==> src/rtl/munoc_fni_link_packetizer.sv <==
// rtl/munoc_fni_link_packetizer.sv - FNI link transmit packetizer (header + body beats to phits); define MUNOC_FNI_TX_STALL_COUNT_EN for stall_count
`timescale 1ns/1ps
module munoc_fni_link_packetizer #(
    parameter int BW_PHIT         = 8,
    parameter int NUM_HEADER_PHIT = 4,
    parameter int NUM_BODY_PHIT   = 4
) (
    input  logic                               clk,
    input  logic                               rst,
    input  logic                               hdr_valid,
    output logic                               hdr_ready,
    input  logic [NUM_HEADER_PHIT*BW_PHIT-1:0] hdr_data,
    input  logic                               hdr_has_body,
    input  logic                               body_valid,
    output logic                               body_ready,
    input  logic [NUM_BODY_PHIT*BW_PHIT-1:0]   body_data,
    input  logic                               body_last,
    output logic [BW_PHIT+2:0]                 link_out,
    input  logic                               link_ready
`ifdef MUNOC_FNI_TX_STALL_COUNT_EN
    ,
    output logic [15:0]                        stall_count
`endif
);

    localparam int HDR_W    = NUM_HEADER_PHIT * BW_PHIT;
    localparam int BODY_W   = NUM_BODY_PHIT * BW_PHIT;
    localparam int MAX_PHIT = (NUM_HEADER_PHIT > NUM_BODY_PHIT) ? NUM_HEADER_PHIT : NUM_BODY_PHIT;
    localparam int SR_W     = MAX_PHIT * BW_PHIT;
    localparam int CNT_W    = (MAX_PHIT > 1) ? $clog2(MAX_PHIT) : 1;

    localparam logic [CNT_W-1:0] HDR_LAST_CNT  = CNT_W'(NUM_HEADER_PHIT - 1);
    localparam logic [CNT_W-1:0] BODY_LAST_CNT = CNT_W'(NUM_BODY_PHIT - 1);

    localparam logic [1:0] ST_IDLE = 2'd0;
    localparam logic [1:0] ST_HDR  = 2'd1;
    localparam logic [1:0] ST_BODY = 2'd2;

    logic [1:0]       state_q, state_d;
    logic             valid_q, valid_d;
    logic [SR_W-1:0]  sr_q, sr_d;
    logic [CNT_W-1:0] cnt_q, cnt_d;
    logic             has_body_q, has_body_d;
    logic             body_last_q, body_last_d;

    logic unit_last;
    logic pkt_last;
    logic finish;
    logic hdr_fire;
    logic body_fire;

    // Unit/packet end flags, handshakes and the link word; the unit type follows the state
    always_comb begin
        if (state_q == ST_HDR) begin
            unit_last = valid_q & (cnt_q == HDR_LAST_CNT);
            pkt_last  = unit_last & ~has_body_q;
        end else begin
            unit_last = valid_q & (cnt_q == BODY_LAST_CNT);
            pkt_last  = unit_last & body_last_q;
        end
        finish     = valid_q & link_ready & unit_last;
        hdr_ready  = ((state_q == ST_IDLE) & ~valid_q) | (finish & pkt_last);
        body_ready = ((state_q == ST_BODY) & ~valid_q) | (finish & ~pkt_last);
        hdr_fire   = hdr_valid & hdr_ready;
        body_fire  = body_valid & body_ready;
        link_out   = {valid_q, pkt_last, unit_last,
                      valid_q ? sr_q[SR_W-1 -: BW_PHIT] : {BW_PHIT{1'b0}}};
    end

    // Next state: shift on transfer, close the unit on finish, then reload from a new header or beat
    always_comb begin
        state_d     = state_q;
        valid_d     = valid_q;
        sr_d        = sr_q;
        cnt_d       = cnt_q;
        has_body_d  = has_body_q;
        body_last_d = body_last_q;

        if (valid_q & link_ready) begin
            sr_d  = sr_q << BW_PHIT;
            cnt_d = cnt_q + CNT_W'(1);
        end

        if (finish) begin
            valid_d = 1'b0;
            if (state_q == ST_HDR) begin
                state_d = has_body_q ? ST_BODY : ST_IDLE;
            end else begin
                state_d = body_last_q ? ST_IDLE : ST_BODY;
            end
        end

        if (hdr_fire) begin
            sr_d       = SR_W'(hdr_data) << (SR_W - HDR_W);
            cnt_d      = '0;
            valid_d    = 1'b1;
            has_body_d = hdr_has_body;
            state_d    = ST_HDR;
        end else if (body_fire) begin
            sr_d        = SR_W'(body_data) << (SR_W - BODY_W);
            cnt_d       = '0;
            valid_d     = 1'b1;
            body_last_d = body_last;
            state_d     = ST_BODY;
        end
    end

    // Packetizer state registers; reset abandons any partial packet immediately
    always_ff @(posedge clk or posedge rst) begin
        if (rst) begin
            state_q     <= ST_IDLE;
            valid_q     <= 1'b0;
            sr_q        <= '0;
            cnt_q       <= '0;
            has_body_q  <= 1'b0;
            body_last_q <= 1'b0;
        end else begin
            state_q     <= state_d;
            valid_q     <= valid_d;
            sr_q        <= sr_d;
            cnt_q       <= cnt_d;
            has_body_q  <= has_body_d;
            body_last_q <= body_last_d;
        end
    end

`ifdef MUNOC_FNI_TX_STALL_COUNT_EN
    logic [15:0] stall_cnt_q, stall_cnt_d;

    // Saturating count of cycles where a phit is offered but the router holds it off
    always_comb begin
        stall_cnt_d = stall_cnt_q;
        if (valid_q & ~link_ready & (stall_cnt_q != 16'hFFFF)) begin
            stall_cnt_d = stall_cnt_q + 16'd1;
        end
    end

    // Stall counter register
    always_ff @(posedge clk or posedge rst) begin
        if (rst) begin
            stall_cnt_q <= 16'd0;
        end else begin
            stall_cnt_q <= stall_cnt_d;
        end
    end

    assign stall_count = stall_cnt_q;
`endif

endmodule

==> config.mk <==
export PLATFORM = sky130hd
export DESIGN_NAME = munoc_fni_link_packetizer
export DESIGN_NICKNAME = d
export VERILOG_FILES = /design/src/rtl/munoc_fni_link_packetizer.sv
export SDC_FILE = /design/constraint.sdc
export NUM_CORES = 1
export LEC_CHECK = 0
export CAP_MARGIN = 25
export CORE_UTILIZATION = 50
export CTS_BUF_LIST = sky130_fd_sc_hd__clkbuf_2
export CTS_CLUSTER_DIAMETER = 100
export DETAILED_ROUTE_END_ITERATION = 10
export DONT_BUFFER_PORTS = 1
export PLACE_DENSITY_LB_ADDON = 0.08
export SYNTH_ARGS = -nofsm -noshare
export SYNTH_HDL_FRONTEND = slang
export SYNTH_SLANG_ARGS = --single-unit
==> constraint.sdc <==
create_clock -name clk -period 4.6 [get_ports clk]
set_input_delay 1.38 -clock clk [delete_from_list [all_inputs] [get_ports clk]]
set_output_delay 1.38 -clock clk [all_outputs]
set_load 0.03 [all_outputs]
Word-level counts from Yosys, hierarchy flattened
Index checks and enable logic that the tools add are counted.
Operators by class
  $add $sub $neg: 1
  multiplexer cells: 17
  equal/unequal tests: 3
  reductions and logical operators: 4
  bitwise operators: 17
Operators with widths (count)
  $mux W32: 3
  $mux W2: 9
  $and A1 B1 Y1: 11
  $mux W8: 1
  $reduce_bool A3 Y1: 2
  $eq A2 B2 Y1 const B: 2
  $mux W1: 4
  $not A1 Y1: 4
  $add A2 B1 Y2 const B: 1
  $eq A2 B1 Y1 const B: 1
  $logic_not A2 Y1: 1
  $or A1 B1 Y1: 2
  $reduce_and A2 Y1: 1
Word-level totals
  output and inout bits: 13
  flip-flop bits (word level): 39

Longest topological paths before layout
Gate-level depths: netlist of the first run.
  depth in word-level cells: 10
  depth in mapped cells: 7
  gate-level depth less buffers: 6

Worst setup path after synthesis of the first run
No wires, ideal clock.
  kind: in2out
  start point: input link_ready
  end point: output hdr_ready
  required time: 3.220 ns
  stages on the path: 2
  slack: 1.219 ns
  arrival: 2.001 ns
  path through: nand2_1 -> o32ai_1
Between the ends
  cells in the longest elaborated chain, start to end: 4
Ends and longest elaborated chain
  start, declared: RTL line 19  | input logic link_ready
  $and A1 B1 Y1 (2 in a row): RTL line 61  | finish = valid_q & link_ready & unit_last;
  $and A1 B1 Y1: RTL line 62  | hdr_ready = ((state_q == ST_IDLE) & ~valid_q) | (finish & pkt_last);
  $or A1 B1 Y1: RTL line 62
  end, declared: RTL line 11  | output logic hdr_ready,
Every way passes these cells.

Worst setup path in the final report of the first run
  start point: register valid_q
  end point: output hdr_ready
Between the ends
  cells in the longest elaborated chain, start to end: 5
  elaborated cells on any way between the ends: 10
Ends and longest elaborated chain
  start, declared: RTL line 40  | logic valid_q, valid_d;
  start signal, assigned: RTL line 119  | valid_q <= valid_d;
  $and A1 B1 Y1 (*): RTL line 55, 58
  via link_out[8]: RTL line 18  | output logic [BW_PHIT+2:0] link_out,
  $and A1 B1 Y1 (on tied branches): RTL line 59, 56
  $mux W1: RTL line 54  | if (state_q == ST_HDR) begin
  $and A1 B1 Y1 (*): RTL line 62
  $or A1 B1 Y1 (*): RTL line 62
Mark *: on every way through the listed nets, which the timed path passes. The rest lies on a longest branch.

==> flow_metrics.py, run 1 <==
metrics = {
    "power_and_ir_drop": {
        "power_density_nw_per_um2": 688,
        "switching_share_pct": 45.2,
        "power_frac_comb_pct": 48.6,
        "p_leak_nw": 0.980,
        "seqPwrFrac_pct": 42.4,
        "ir_worst_vdd_uv": 242,
        "switching_power_w": 0.000708,
        "clock_power_share_pct": 9.0,
        "intPower_w": 0.000858,
    },
    "route": {
        "firstDrtPassIters": 4,
        "drcViolationCount": 0,
        "drt_iter0_markers": 84,
        "ant_nets": 0,
        "vias_per_cell": 6.89,
        "wire_per_inst_um": 21.0,
        "drt_wl_total_um": 5410,
        "via_count": 1772,
    },
    "global_routing": {
        "grt_antenna_before_repair": 0,
        "grt_busiest_layer": "met2",
        "grt_use_met1_pct": 31.4,
        "grt_use_met2_pct": 35.9,
        "overflow": 0,
        "met3_usage_pct": 6.69,
        "grt_max_degree": 40,
        "grt_pass1_wl_um": 8930,
        "grt_pass1_vias": 1800,
        "grt_use_total_pct": 23.4,
    },
    "sta": {
        "setup_violations": 0,
        "final.period_utilization_pct": 86.0,
        "relSlewSlack_pct": 33.2,
        "drv_slew": 0,
        "setup_slack_ps": 645,
        "final_hold_viol_count": 0,
        "finalCriticalPeriod_ps": 3960,
        "worst_pin_slew_ps": 999,
        "rsz0062_at_grt": "no",
        "fmax_mhz": 253,
        "fin_skew_ps": 6.73,
        "final.setup.tns_ps": 0,
    },
    "finish": {
        "fin_nets": 278,
        "drive_gt1_share_pct": 19.5,
        "area_delta_synth_final_pct": -0.926,
        "diodes": 0,
    },
    "floorplanning": {
        "die_w_um": 69.8,
        "die-area_um2": 4870,
        "io_pins": 84,
        "core_area_um2": 4380,
        "start_util_pct": 52.4,
        "die_h_um": 69.8,
        "rows": 24,
    },
    "clock_tree": {
        "cts_inserted_buffers": 5,
        "ctsHoldBuffers": 0,
        "clkLatencyLatePin_ps": 380,
        "clk_pin_slew_ps": 180,
        "cts_max_level": 2,
        "post_cts_resized": 0,
        "tritoncts": "built",
        "post_cts_buffers": 0,
        "cts.sinks": 39,
        "clock-root-buffer": "clkbuf_2",
        "clock_path_buffers": 2,
    },
    "synth": {
        "synth_top_cell_by_area": "dfrtp_1",
        "synth_top_area_share_pct": 42.5,
        "syn_nets": 290,
        "yosysWarnings": 0,
        "synth_cell_types": 30,
        "synthTopCellsByArea": "dfrtp_1, o211ai_2, a32oi_1",
        "ys_seq_area_share_pct": 42.5,
        "yosys-top-cells-count": "dfrtp_1, nor2_1, a21oi_1",
        "synth.most_common_cell": "dfrtp_1",
        "synth_ff_type": "dfrtp_1",
        "synth_cells": 218,
        "synth_area_um2": 2300,
        "synth.avg_cell_area_um2": 10.5,
        "synthArstFlopShare_pct": 100,
        "synth_seq_cells": 39,
        "synth_edf_count": 0,
    },
    "worst_setup_path": {
        "critPathLaunch": "valid_q",
        "worstPathRequired_ps": 3220,
        "worst-setup-path-type": "reg2out",
        "cp-end-kind": "output port",
        "cp-start-kind": "flop",
        "r2r-start": "valid_q",
        "critPathMaxFanout": 17,
        "cp.arrival_ps": 2580,
    },
    "job": {
        "drv_cap": 0,
    },
    "worst_hold_path": {
        "holdCritPathClass": "reg2reg",
        "hold_start": "sr_q[24]",
    },
    "placed_design": {
        "gp_congestion": 0.752,
        "port_buffers": 0,
        "dp_hpwl_um": 3540,
        "pre_cts_ws_ps": 1100,
    },
    "status": {
        "status": "finished clean",
    },
}
state kept, by name, indices dropped and copies added (netlist names):
name         flops
body_last_q      1
cnt_q            2
has_body_q       1
sr_q            32
state_q          2
valid_q          1
worst paths after layout:
path | endpoint | slack [ps] | depth (start not counted)
min in group asynchronous | valid_q | 980 | 2
worst min register to register | sr_q[24] | 550 | 2
worst max register to register | sr_q[3] | 1590 | 6
worst min-delay path | sr_q[24] | 550 | 2
worst max-delay path | hdr_ready | 640 | 3
max in group asynchronous | sr_q[25] | 3280 | 2
metal layers:
metal	share of wire (%)	up-vias
met5	0	-
li1	-	808
met2	47	60
met1	44	893
met3	6.7	11
met4	1.6	0
power groups by stage:
stage / Clock, W / Sequential, W / Combinational [W]
after floorplan: 0 / 0.000615 / 0.000712
after global placement: 0 / 0.000663 / 0.000749
after detailed placement: 0 / 0.000670 / 0.000764
after CTS: 0.000148 / 0.000662 / 0.000768
after global routing: 0.000159 / 0.000688 / 0.000839
final: 0.000141 / 0.000664 / 0.000761
worst max-delay path, stage by stage, from the launching register on:
cell and delay [ps]:
dfrtp_1 910, and2_1 450, nand2_1 270, o32ai_1 550
metrics by stage:
step                cells  power, W  area (um2)  util, %  hold slack [ps]
detailed placement    251   0.00143        2250     51.2              508
finish                257   0.00157        2280     51.9              546
global route          257   0.00169        2280     51.9              575
CTS                   257   0.00158        2280     51.9              548
global placement      251   0.00141        2250     51.2              501
floorplan             218   0.00133        2300        -              487
kinds of logic (layout without fill, tap and decap cells):
group,count (synthesis),after routing,synth area share [%]
simple gates,59,59,12.9
mux,4,4,2.78
flops,39,39,42.5
fa+ha+maj,1,1,0.545
compound gates,89,89,33.6
buf+inv,25,12,7.35
xor+xnor,1,1,0.381
final cells by class:
class / count / area, um2
Sequential cell: 39 / 976
Multi-Input combinational cell: 154 / 1170
Inverter: 2 / 7.51
Timing Repair Buffer: 4 / 30.0
Tap cell: 52 / 65.1
Fill cell: 413 / 2110
Clock buffer: 6 / 30.0
placed cells by master (no fill, tap or decap), types with 2 or more instances in the layout:
cell type / Yosys / routed
a21oi_1: 25 / 25
a221o_1: 8 / 8
a32oi_1: 24 / 24
and2_1: 11 / 11
and3_1: 9 / 9
buf_4: 9 / 4
clkbuf_2: 0 / 6
dfrtp_1: 39 / 39
inv_1: 2 / 2
mux2_4: 2 / 2
nand2_1: 9 / 9
nand3_1: 2 / 2
nor2_1: 26 / 26
o211ai_1: 4 / 4
o211ai_2: 20 / 20
o21ai_0: 2 / 2
Power figures use the tool's default switching activity.
==> run 2: changes to the inputs <==
- CTS_CLUSTER_SIZE: not set -> 24
==> results of run 2 <==
No change in the layout: final DEF, timing and power equal those of run 1.
==> run 3: changes to the inputs <==
- CORE_MARGIN: not set -> 2
- CORE_UTILIZATION: 50 -> 26
==> run 3 against run 2 <==
Non-clock buffer count grew 2; cell area increased by 3.7%; fmax grew 8.7%; first-iteration DRC count rose by 19%; core utilization is 25 points lower; clock skew grew 3.1 ps; total power rose by 1.7%; critical path type unchanged; largest cell class unchanged; highest routed layer unchanged.
==> flow_metrics.py, run 3 (synthesized netlist as in run 1, its figures left out) <==
metrics = {
    "floorplanning": {
        "die-area_um2": 9600,
        "die_h_um": 98.0,
        "die_w_um": 98.0,
        "io_pins": 84,
        "rows": 34,
        "core_area_um2": 8640,
        "start_util_pct": 26.6,
    },
    "sta": {
        "finalCriticalPeriod_ps": 3640,
        "relSlewSlack_pct": 30.2,
        "fin_skew_ps": 9.85,
        "final.period_utilization_pct": 79.1,
        "final_hold_viol_count": 0,
        "rsz0062_at_grt": "no",
        "whs_ps": 541,
        "drv_slew": 0,
        "fmax_mhz": 275,
        "final.setup.tns_ps": 0,
        "setup_violations": 0,
        "worst_pin_slew_ps": 1040,
    },
    "route": {
        "vias_per_cell": 5.51,
        "ant_nets": 0,
        "drcViolationCount": 0,
        "wire_per_inst_um": 20.4,
        "firstDrtPassIters": 4,
        "via_count": 1737,
        "drt_iter0_markers": 100,
        "drt_wl_total_um": 6430,
    },
    "worst_hold_path": {
        "holdCritPathClass": "reg2reg",
    },
    "worst_setup_path": {
        "crit_slowest_cell": "dfrtp_1",
        "cp.arrival_ps": 2260,
        "critPathMaxFanout": 12,
        "slowest_delay_ps": 640,
        "critical_path.cell_chain": "and2_1 > nand2_1 > o32ai_1",
        "worstPathRequired_ps": 3220,
        "cp-end-kind": "output port",
        "cp-start-kind": "flop",
        "worst-setup-path-type": "reg2out",
    },
    "power_and_ir_drop": {
        "p_leak_nw": 0.986,
        "power_w": 0.00159,
        "power_frac_comb_pct": 50.1,
        "power_density_nw_per_um2": 675,
        "ir_worst_vdd_uv": 171,
        "seqPwrFrac_pct": 40.6,
        "clock_power_share_pct": 9.2,
        "switching_power_w": 0.000727,
        "intPower_w": 0.000866,
        "switching_share_pct": 45.6,
    },
    "clock_tree": {
        "cts_inserted_buffers": 5,
        "post_cts_resized": 0,
        "post_cts_buffers": 0,
        "ctsHoldBuffers": 0,
        "clock-root-buffer": "clkbuf_2",
        "clk_pin_slew_ps": 180,
        "cts.sinks": 39,
        "cts_max_level": 2,
        "tritoncts": "built",
        "clkLatencyLatePin_ps": 390,
        "clock_path_buffers": 2,
    },
    "finish": {
        "largestRegisters": "sr_q: 32 flops, cnt_q: 2 flops, state_q: 2 flops",
        "largest_register": "sr_q",
        "final_core_util_pct": 27.3,
        "final_cell_mix": "dfrtp_1, nor2_1, a21oi_1, a32oi_1, o211ai_2",
        "multi_input_area_um2": 1170,
        "n_fill_cell": 941,
        "area_delta_synth_final_pct": 2.78,
        "drive_gt1_share_pct": 20.3,
        "diodes": 0,
        "largest_reg_flops": 32,
        "fin_nets": 280,
        "seqCellArea_um2": 976,
        "final_common_cell": "dfrtp_1",
    },
    "global_routing": {
        "met3_usage_pct": 4.29,
        "grt_max_degree": 40,
        "grt_use_met1_pct": 17.5,
        "grt_use_total_pct": 13.7,
        "overflow": 0,
        "grt_antenna_before_repair": 0,
        "grt_use_met2_pct": 22.7,
        "grt_pass1_wl_um": 10500,
        "grt_busiest_layer": "met2",
        "grt_pass1_vias": 1990,
    },
    "job": {
        "drv_cap": 0,
    },
    "status": {
        "status": "finished clean",
    },
    "placed_design": {
        "dp_hpwl_um": 4320,
        "port_buffers": 0,
        "gp_congestion": 0.743,
    },
}
==> run 3: stage by stage <==
step / setup WS [ps] / std cells / cell area (um2)
final: 962 / 315 / 2360
after global routing: 772 / 315 / 2360
after CTS: 941 / 315 / 2360
after detailed placement: 1140 / 309 / 2330
after global placement: 1150 / 309 / 2330
after floorplan: 1220 / 218 / 2300
==> run 3: final cells by class <==
type                    count  area share, %
repair buffers              6           1.91
inverters                   2          0.318
flip-flops and latches     39           41.3
clock buffers               6           1.27
multi-input cells         154           49.4
well taps                 108           5.72
==> run 3: critical path, delay by kind of cell (launching register included) <==
family	cells	cell delay, ps
and+or+nand+nor	2	670
AOI/OAI and AO/OA	1	560
DFF	1	640
==> run 3: power by group through the flow <==
| stage | sequential (W) | combinational, W | clock [W] |
|---|---|---|---|
| 3_5_place_dp | 0.000658 | 0.000813 | 0 |
| 4_1_cts | 0.000649 | 0.000816 | 0.000155 |
| 5_1_grt | 0.000677 | 0.000889 | 0.000166 |
| 6_report | 0.000647 | 0.000798 | 0.000147 |
| 3_3_place_gp | 0.000654 | 0.000802 | 0 |
| 2_1_floorplan | 0.000615 | 0.000712 | 0 |
==> run 3: worst paths after layout <==
kind	from	end	slack (ps)	cells past startpoint
min	sr_q[27]	sr_q[27]	540	2
max reg2reg	valid_q	sr_q[0]	1930	6
max	valid_q	hdr_ready	960	3
min in group asynchronous	rst	state_q[0]	970	2
min reg2reg	sr_q[27]	sr_q[27]	540	2
max in group asynchronous	rst	sr_q[20]	3280	2
==> run 3: layer usage <==
metal	vias to the layer above	wire (um)
met1	860	2980
met2	63	3020
met4	0	70
met3	5	350
met5	-	0
li1	809	-
